$ cat config.mk
export PLATFORM = sky130hd
export DESIGN_NAME = am2940_dma_sequencer
export DESIGN_NICKNAME = d
export VERILOG_FILES = /design/src/rtl/am2940_pkg.sv /design/src/rtl/am2940_beat_ctr.sv /design/src/rtl/am2940_dma_sequencer.sv
export SDC_FILE = /design/constraint.sdc
export NUM_CORES = 1
export LEC_CHECK = 0
export ABC_AREA = 0
export CAP_MARGIN = 10
export CORE_ASPECT_RATIO = 1.5
export CORE_MARGIN = 2
export CORE_UTILIZATION = 53
export DETAILED_ROUTE_END_ITERATION = 8
export PLACE_DENSITY_LB_ADDON = 0.15
export SYNTH_ARGS = -nofsm -noshare
export SYNTH_HDL_FRONTEND = slang
export SYNTH_SLANG_ARGS = --single-unit
$ cat constraint.sdc
create_clock -name clk -period 4.6 [get_ports clk]
set_clock_uncertainty 0.1 [all_clocks]
set_input_delay 0.92 -clock clk [delete_from_list [all_inputs] [get_ports clk]]
set_output_delay 0.92 -clock clk [all_outputs]
set_load 0.005 [all_outputs]
$ cat src/rtl/am2940_pkg.sv
// Shared definitions for the am2940 DMA sequencer: instruction codes,
// control-register bit positions and sequencer states.
package am2940_pkg;

  typedef enum logic [2:0] {
    WRCR   = 3'd0,
    RDCR   = 3'd1,
    RDWC   = 3'd2,
    RDAC   = 3'd3,
    REINIT = 3'd4,
    LDADDR = 3'd5,
    LDWC   = 3'd6,
    ENCT   = 3'd7
  } am2940_instr_e;

  localparam int unsigned CR_MODE_LSB = 0;
  localparam int unsigned CR_MODE_MSB = 1;
  localparam int unsigned CR_DEC_BIT  = 2;
  localparam int unsigned CR_W        = 3;

  typedef enum logic [3:0] {
    ST_IDLE,
    ST_WR_CR,
    ST_LD_ADDR,
    ST_LD_WC,
    ST_RB_ADDR,
    ST_RB_WC,
    ST_RUN,
    ST_STEP,
    ST_CPL
  } seq_state_e;

endpackage

$ cat src/rtl/am2940_beat_ctr.sv
// Saturating beat counter with clear/increment, compared against the
// expected beat total (match) and flagged once it runs past it (over).
module am2940_beat_ctr #(
  parameter int unsigned CW = 9
) (
  input  logic          clk,
  input  logic          rst,
  input  logic          clr,
  input  logic          inc,
  input  logic [CW-1:0] expected,
  output logic [CW-1:0] count,
  output logic          match,
  output logic          over
);

  logic [CW-1:0] count_q, count_d;

  always_comb begin
    count_d = count_q;
    if (clr) begin
      count_d = '0;
    end else if (inc && (count_q != '1)) begin
      count_d = count_q + 1'b1;
    end
  end

  always_ff @(posedge clk or posedge rst) begin
    if (rst) begin
      count_q <= '0;
    end else begin
      count_q <= count_d;
    end
  end

  assign count = count_q;
  assign match = (count_q == expected);
  assign over  = (count_q > expected);

endmodule

$ cat src/rtl/am2940_dma_sequencer.sv
// Initiator-side sequencer that programs an am2940 and steps it per memory beat.
// Optional readback verification of programmed registers: AM2940_SEQ_READBACK_EN.
module am2940_dma_sequencer
  import am2940_pkg::*;
#(
  parameter int unsigned AW = 8,
  parameter int unsigned CW = 9
) (
  input  logic          clk,
  input  logic          rst,
  input  logic          req_valid,
  output logic          req_ready,
  input  logic [AW-1:0] req_addr,
  input  logic [AW-1:0] req_count,
  input  logic [1:0]    req_mode,
  input  logic          req_dec,
  output logic [2:0]    instr,
  output logic [AW-1:0] dev_datain,
  input  logic [AW-1:0] dev_dataout,
  input  logic          dev_oedata,
  input  logic [AW-1:0] dev_address,
  output logic          cina,
  output logic          cinw,
  input  logic          done,
  output logic          mem_req,
  output logic [AW-1:0] mem_addr,
  input  logic          mem_ack,
  output logic          busy,
  output logic          cpl_valid,
  output logic          cpl_err,
  output logic [CW-1:0] cpl_beats
);

  localparam logic [CW-1:0] FULL_COUNT = {{(CW-1){1'b0}}, 1'b1} << AW;

  seq_state_e    state_q, state_d;
  am2940_instr_e instr_q, instr_d;
  logic [AW-1:0] datain_q, datain_d;
  logic          cina_q, cina_d;
  logic          mem_req_q, mem_req_d;
  logic          busy_q, busy_d;
  logic          ready_q, ready_d;
  logic          cpl_valid_q, cpl_valid_d;
  logic          cpl_err_q, cpl_err_d;
  logic [CW-1:0] cpl_beats_q, cpl_beats_d;
  logic [AW-1:0] addr_q, addr_d;
  logic [AW-1:0] count_q, count_d;
  logic [CR_W-1:0] cr_q, cr_d;
  logic [CW-1:0] expected_q, expected_d;

  logic          ctr_clr, ctr_inc, ctr_match, ctr_over;
  logic [CW-1:0] ctr_count;

`ifdef AM2940_SEQ_READBACK_EN
  logic [1:0]    rb_wait_q, rb_wait_d;
  logic [AW-1:0] rb_ref;
`else
  logic unused_rb;
  assign unused_rb = ^{dev_dataout, dev_oedata};
`endif

  am2940_beat_ctr #(.CW(CW)) u_beat_ctr (
    .clk      (clk),
    .rst      (rst),
    .clr      (ctr_clr),
    .inc      (ctr_inc),
    .expected (expected_q),
    .count    (ctr_count),
    .match    (ctr_match),
    .over     (ctr_over)
  );

  always_comb begin
    state_d     = state_q;
    addr_d      = addr_q;
    count_d     = count_q;
    cr_d        = cr_q;
    expected_d  = expected_q;
    cpl_err_d   = cpl_err_q;
    cpl_beats_d = cpl_beats_q;
    ctr_clr     = 1'b0;
    ctr_inc     = 1'b0;
`ifdef AM2940_SEQ_READBACK_EN
    rb_wait_d   = rb_wait_q;
    rb_ref      = (state_q == ST_RB_ADDR) ? addr_q : count_q;
`endif

    unique case (state_q)
      ST_IDLE: begin
        if (req_valid && ready_q) begin
          addr_d                          = req_addr;
          count_d                         = req_count;
          cr_d                            = '0;
          cr_d[CR_MODE_MSB:CR_MODE_LSB]   = req_mode;
          cr_d[CR_DEC_BIT]                = req_dec;
          expected_d = (req_count == '0) ? FULL_COUNT : CW'(req_count);
          ctr_clr    = 1'b1;
          state_d    = ST_WR_CR;
        end
      end
      ST_WR_CR:   state_d = ST_LD_ADDR;
      ST_LD_ADDR: state_d = ST_LD_WC;
`ifdef AM2940_SEQ_READBACK_EN
      ST_LD_WC: begin
        rb_wait_d = '0;
        state_d   = ST_RB_ADDR;
      end
      ST_RB_ADDR, ST_RB_WC: begin
        if (dev_oedata && (dev_dataout == rb_ref)) begin
          rb_wait_d = '0;
          state_d   = (state_q == ST_RB_ADDR) ? ST_RB_WC : ST_RUN;
        end else if (dev_oedata || (rb_wait_q == 2'd3)) begin
          rb_wait_d   = '0;
          cpl_err_d   = 1'b1;
          cpl_beats_d = '0;
          state_d     = ST_CPL;
        end else begin
          rb_wait_d = rb_wait_q + 2'd1;
        end
      end
`else
      ST_LD_WC:   state_d = ST_RUN;
`endif
      // A beat wins over done; done is only trusted once the bus is idle.
      ST_RUN: begin
        if (mem_req_q && mem_ack) begin
          ctr_inc = 1'b1;
          state_d = ST_STEP;
        end else if (mem_req_q && done) begin
          cpl_err_d   = ~ctr_match;
          cpl_beats_d = ctr_count;
          state_d     = ST_CPL;
        end
      end
      ST_STEP: begin
        if (ctr_over) begin
          cpl_err_d   = 1'b1;
          cpl_beats_d = ctr_count;
          state_d     = ST_CPL;
        end else begin
          state_d = ST_RUN;
        end
      end
      ST_CPL:  state_d = ST_IDLE;
      default: state_d = ST_IDLE;
    endcase
  end

  // Outputs are decoded from the next state so they register in step with it.
  always_comb begin
    instr_d     = RDCR;
    datain_d    = '0;
    cina_d      = 1'b0;
    mem_req_d   = 1'b0;
    cpl_valid_d = 1'b0;
    busy_d      = (state_d != ST_IDLE);
    ready_d     = (state_d == ST_IDLE);
    unique case (state_d)
      ST_WR_CR: begin
        instr_d  = WRCR;
        datain_d = AW'(cr_d);
      end
      ST_LD_ADDR: begin
        instr_d  = LDADDR;
        datain_d = addr_d;
      end
      ST_LD_WC: begin
        instr_d  = LDWC;
        datain_d = count_d;
      end
      ST_RB_ADDR: instr_d = RDAC;
      ST_RB_WC:   instr_d = RDWC;
      ST_RUN: begin
        instr_d   = ENCT;
        mem_req_d = 1'b1;
      end
      ST_STEP: begin
        instr_d = ENCT;
        cina_d  = 1'b1;
      end
      ST_CPL:  cpl_valid_d = 1'b1;
      default: instr_d = RDCR;
    endcase
  end

  always_ff @(posedge clk or posedge rst) begin
    if (rst) begin
      state_q     <= ST_IDLE;
      instr_q     <= RDCR;
      datain_q    <= '0;
      cina_q      <= 1'b0;
      mem_req_q   <= 1'b0;
      busy_q      <= 1'b0;
      ready_q     <= 1'b1;
      cpl_valid_q <= 1'b0;
      cpl_err_q   <= 1'b0;
      cpl_beats_q <= '0;
      addr_q      <= '0;
      count_q     <= '0;
      cr_q        <= '0;
      expected_q  <= '0;
`ifdef AM2940_SEQ_READBACK_EN
      rb_wait_q   <= '0;
`endif
    end else begin
      state_q     <= state_d;
      instr_q     <= instr_d;
      datain_q    <= datain_d;
      cina_q      <= cina_d;
      mem_req_q   <= mem_req_d;
      busy_q      <= busy_d;
      ready_q     <= ready_d;
      cpl_valid_q <= cpl_valid_d;
      cpl_err_q   <= cpl_err_d;
      cpl_beats_q <= cpl_beats_d;
      addr_q      <= addr_d;
      count_q     <= count_d;
      cr_q        <= cr_d;
      expected_q  <= expected_d;
`ifdef AM2940_SEQ_READBACK_EN
      rb_wait_q   <= rb_wait_d;
`endif
    end
  end

  assign instr      = instr_q;
  assign dev_datain = datain_q;
  assign cina       = cina_q;
  assign cinw       = cina_q;
  assign mem_req    = mem_req_q;
  assign mem_addr   = dev_address;
  assign busy       = busy_q;
  assign req_ready  = ready_q;
  assign cpl_valid  = cpl_valid_q;
  assign cpl_err    = cpl_err_q;
  assign cpl_beats  = cpl_beats_q;

endmodule

== Word-level counts from Yosys, hierarchy flattened ==
Cells that the tools add are included.

* Add/sub/neg operators: 1
* $lt $le $gt $ge: 1
* Eq/ne operators: 18
* Multiplexer cells: 31
* Bitwise logic cells: 1
* Reductions and logical operators: 13

{| class="wikitable"
|+ Operators by type and width
! cell !! count
|-
| two-way mux 9 bit || 6
|-
| two-way mux 8 bit || 4
|-
| equality test 4 x 3 -> 1 bit, second input constant || 6
|-
| case mux 4 bit (6 select lines) || 1
|-
| case mux 8 bit (3 select lines) || 1
|-
| case mux 3 bit (6 select lines) || 1
|-
| case mux 9 bit (2 select lines) || 1
|-
| equality test 4 x 2 -> 1 bit, second input constant || 4
|-
| two-way mux 4 bit || 4
|-
| two-way mux 1 bit || 10
|-
| adder 9 x 1 -> 9 bit, second input constant || 1
|-
| equality test 9 bit || 1
|-
| greater-than comparator 9 bit || 1
|-
| != test 9 bit, second input constant || 1
|-
| equality test 4 x 1 -> 1 bit, second input constant || 2
|-
| logical NOT 4 bit || 2
|-
| logical NOT 8 bit || 1
|-
| two-way mux 3 bit || 2
|-
| != test 2 bit, second input constant || 3
|-
| equality test 4 bit, second input constant || 1
|-
| logical AND 1 bit || 4
|-
| AND reduction 4 bit || 1
|-
| nonzero test 2 bit || 2
|-
| nonzero test 4 bit || 1
|-
| other kinds (4) || 4
|}

* Register bits after elaboration: 67
* Output and inout port bits: 35
* Word-level logic and storage cells: 80

== Depth between registers and ports, before layout ==
* Depth in word-level cells: 7
* Depth in mapped cells: 8

== Cells and area by module ==
A second synthesis with hierarchy kept.

* Cells, all modules: 247
* Area, all modules: 2,969.1 um2

{| class="wikitable"
|+ Modules (own cells, without submodules)
! module !! times used !! cells an instance !! area an instance (um2) !! sequential area each (um2)
|-
| am2940_dma_sequencer || 1 || 170 || 2,301.0 || 1,378.8
|-
| am2940_beat_ctr || 1 || 77 || 668.1 || 225.2
|}

== Worst setup path after synthesis ==
No wires, ideal clock.

* Path kind: input -> output
* Start: input port dev_address[0]
* End: output port mem_addr[0]
* Arrival time: 1.031 ns
* Required time: 3.580 ns
* Path slack: 2.549 ns
* Stages on the path: 1
* Path buffers: 1
* Cell sequence: buf_4

{| class="wikitable"
|+ RTL lines
! element !! RTL line !! source
|-
| start, declared || am2940_dma_sequencer.sv:21 || <nowiki>input logic [AW-1:0] dev_address,</nowiki>
|-
| end, declared || am2940_dma_sequencer.sv:26 || <nowiki>output logic [AW-1:0] mem_addr,</nowiki>
|}

No word-level cell between the ends.

== Final worst setup path ==
* Start: input port mem_ack
* End: register cpl_beats_q[3], in the netlist cpl_beats[3]

* Word-level cells in the longest chain between the ends: 3

{| class="wikitable"
|+ Ends and longest elaborated chain
! element !! RTL line !! source
|-
| start, declared || am2940_dma_sequencer.sv:27 || <nowiki>input logic mem_ack,</nowiki>
|-
| logical AND 1 bit || am2940_dma_sequencer.sv:126 || <nowiki>if (mem_req_q && mem_ack) begin</nowiki>
|-
| != test 2 bit (no source line) || -- ||
|-
| AND reduction 4 bit (no source line) || -- ||
|-
| end signal, assigned || am2940_dma_sequencer.sv:215 || <nowiki>cpl_beats_q <= cpl_beats_d;</nowiki>
|-
| end, declared || am2940_dma_sequencer.sv:45 || <nowiki>logic [CW-1:0] cpl_beats_q, cpl_beats_d;</nowiki>
|}

No other way between the ends.
A chain may end at the register's enable or synchronous reset.

==> metrics.csv <==
stage;metric;value;unit
final_layout;layout_commonest_cell;nand2_1;
cts;cts_resized;0;
die;chipHeight;98.1;um
cts;cts_setup_buffers;0;
synth;syn-mean-instance-area;9.66;um2
synth;syn_area;3130;um2
die;rows;34;
synth;synth_top_family_by_area;simple AND/OR/NAND/NOR gates;
drt;antenna_left;0;
cts;cts_root_buf;clkbuf_8;
synth;syn_nets;376;
synth;synth_edf_count;0;
grt;overflow;0;
grt;grt_max_degree;41;
final_layout;final_cell_area;3810;um2
die;die_w;66.7;um
synth;synth-seq-cells;64;
synth;ys_warn_count;0;
synth;synth_top_area_share;49.6;%
synth;synthTopCellsByArea;dfrtp_1 (50%), nand2_1 (8.0%), o21ai_0 (4.5%), ha_1 (4.4%), nand4_1 (2.8%);
final_layout;mostFrequentLayoutCells;nand2_1 (67), dfrtp_1 (62), clkdlybuf4s50_1 (50);
final_layout;fill_cells;492;
sta;period_needed;2530;ps
sta;tns;0;ps
critical_path;reg2regPathDepth;5;
critical_path;cp_max_fo;13;
cts;clk-insertion-delay-late;340;ps
critical_path;cpMaxStageDelayCell;o211ai_1;
sta;finalHoldViolations;0;
drt;post-route-drc-count;0;
synth;yosysSeqAreaShare;51.3;%
grt;grt_pass1_vias;2438;
cts;cts_buffers;9;
cts;cts_hold_buf;0;
drt;drtPass1Iterations;4;
final_layout;syn_to_final_growth;21.8;%
critical_path;worstSetupPathType;in -> reg;
power;p_total;2.39;mW
place;port_buffers;50;
synth;synth_compound_area_share;12.4;%
drt;vias_per_cell;5.63;
critical_path;cp.arrival;2680;ps
final_layout;multiInputGateArea;1290;um2
grt;antenna_found_initial;0;
critical_path;critPathLaunchType;input pin;
synth;ys_types;44;
critical_path;crit_path_end_kind;flip-flop;
final_layout;nets;411;
sta;final-setup-viol-count;0;
synth;async_flop_share;100;%
cts;cts.sink_count;64;
grt;grt_pass1_wl;11.3;mm
sta;drv_slew;0;
sta;rsz0062_at_grt;no;
final_layout;drive_gt1_share;7.69;%
synth;synth_simple_gate_area_share;23.1;%
power;max-vdd-ir-drop;297;uV
place;placed_area;3560;um2
grt;groute.usage.overall;22.8;%
synth;yosys_most_used_dff;dfrtp_1;
synth;synth_mux_area_share;0.640;%
critical_path;cpPeakStageDelay;670;ps
synth;yosys.area.top_type;dfrtp_1;
job;maxCapViolCount;0;
sta;timing.hold.ws;380;ps
place;gp_congestion;0.814;
cts;cts_tree;done;
critical_path;timing.rr.end;cpl_beats[3];
die;initial_core_util;54.5;%
critical_path;rr_startpoint;u_beat_ctr.count[2];
final_layout;n_antenna_cell;0;
drt;dr.first_iter.drc_count;171;
sta;min_period_over_period;55.0;%
critical_path;critPathBufInv;1;
critical_path;crit_path_frequent_cell;o211ai_1;
die;core-area;5740;um2
worst_hold_path;hold_path.class;reg -> reg;
die;io_pins;76;
synth;synthXorXnorAreaFrac;0.840;%
worst_hold_path;min_delay_worst_endpoint;addr_q[5];
critical_path;cp.required;4750;ps
critical_path;crit_family;compound AO/OA/AOI/OAI gates;
synth;synth_fa_ha_area_share;4.40;%
sta;worst_slew_pin_slew;1000;ps
power;p_leak;1.71;nW
place;dpl.hpwl;4.84;mm
final_layout;regArea;1600;um2
sta;relSlewSlack;32.7;%
drt;drt_wl_total;6.68;mm
status;status;finished, final reports clean;
drt;wire_per_inst;15.3;um
die;die-area;6550;um2
critical_path;ff2ff_setup_slack;2240;ps
cts;htreeDepth;3;
cts;path_clk_slew;70;ps
cts;clk_path_buf_depth;2;
drt;via_count;2454;
worst_hold_path;hp-start;addr_q[5];
critical_path;crit_chain;clkdlybuf4s50_1 -> and3b_1 -> o211ai_1 -> o21ai_0 -> o211ai_1;
worst_hold_path;hold_depth;2;
sta;fmax;396;MHz
power;power_density;627;nW/um2
synth;synth_cells;324;
==> synthesized netlist by cell type, types with 8 or more instances <==
cell type	instances
o21ai_0	28
nand3_1	13
nand4_1	14
ha_1	11
buf_4	11
inv_1	14
nand2_1	67
o211ai_1	10
nor2_1	14
dfrtp_1	62
a22oi_1	8
==> worst reg2reg max path: stages, from the launching register on <==
cell and delay [ps]:
dfrtp_1 470, ha_1 380, a21oi_1 170, a211o_1 390, and3_1 530, o211ai_1 180
==> metrics by stage <==
stage / setup WS [ps] / std cells / util (%)
floorplan: 1990 / 324 / -
global route: 1980 / 436 / 66.4
global placement: 1730 / 420 / 61.9
finish: 2070 / 436 / 66.4
detailed placement: 1720 / 420 / 61.9
CTS: 2070 / 436 / 66.4
==> per-layer routing <==
metal  track usage (%)  part of all wire (%)
met3              4.84                   4.0
met5                 0                     0
met1              26.7                    40
met2              38.5                    54
met4              11.5                   2.4
==> how the worst max path moves through the flow <==
stage,start,end,depth (start not counted),slack (ps)
floorplan,rst,addr_q[0],1,1990
global placement,req_valid,u_beat_ctr.count[5],5,1730
detailed placement,req_valid,u_beat_ctr.count[5],5,1720
CTS,req_valid,u_beat_ctr.count[5],5,2070
global route,req_valid,u_beat_ctr.count[5],5,1980
finish,mem_ack,cpl_beats[3],5,2070
==> flip-flops by register name, indices dropped and copies added (netlist names) <==
name / flops
busy: 1
mem_req: 1
req_ready: 1
expected_q: 9
count_q: 8
addr_q: 8
u_beat_ctr.count: 9
state_q: 4
cina: 1
cpl_err: 1
dev_datain: 8
instr: 3
cpl_beats: 9
cpl_valid: 1
==> where the power goes <==
part | leakage (nW) | internal, mW | switching (mW)
Sequential | 0.810 | 0.807 | 0.166
Combinational | 0.777 | 0.405 | 0.407
Clock | 0.126 | 0.389 | 0.215
==> cells by family after synthesis <==
kind of cell / after synthesis
xor+xnor: 3
buf+inv: 42
compound gates: 62
simple gates: 140
fa+ha+maj: 11
flops: 64
mux: 2
==> final cells by class <==
class                      instances  area share, %
timing repair buffer              52           13.5
tap                               72           2.36
sequential                        64           42.1
clock inverter                     5           2.69
clock buffer                      11           3.97
multi-input combinational        218           34.0
inverter                          14           1.38
Power figures use the tool's default switching activity.
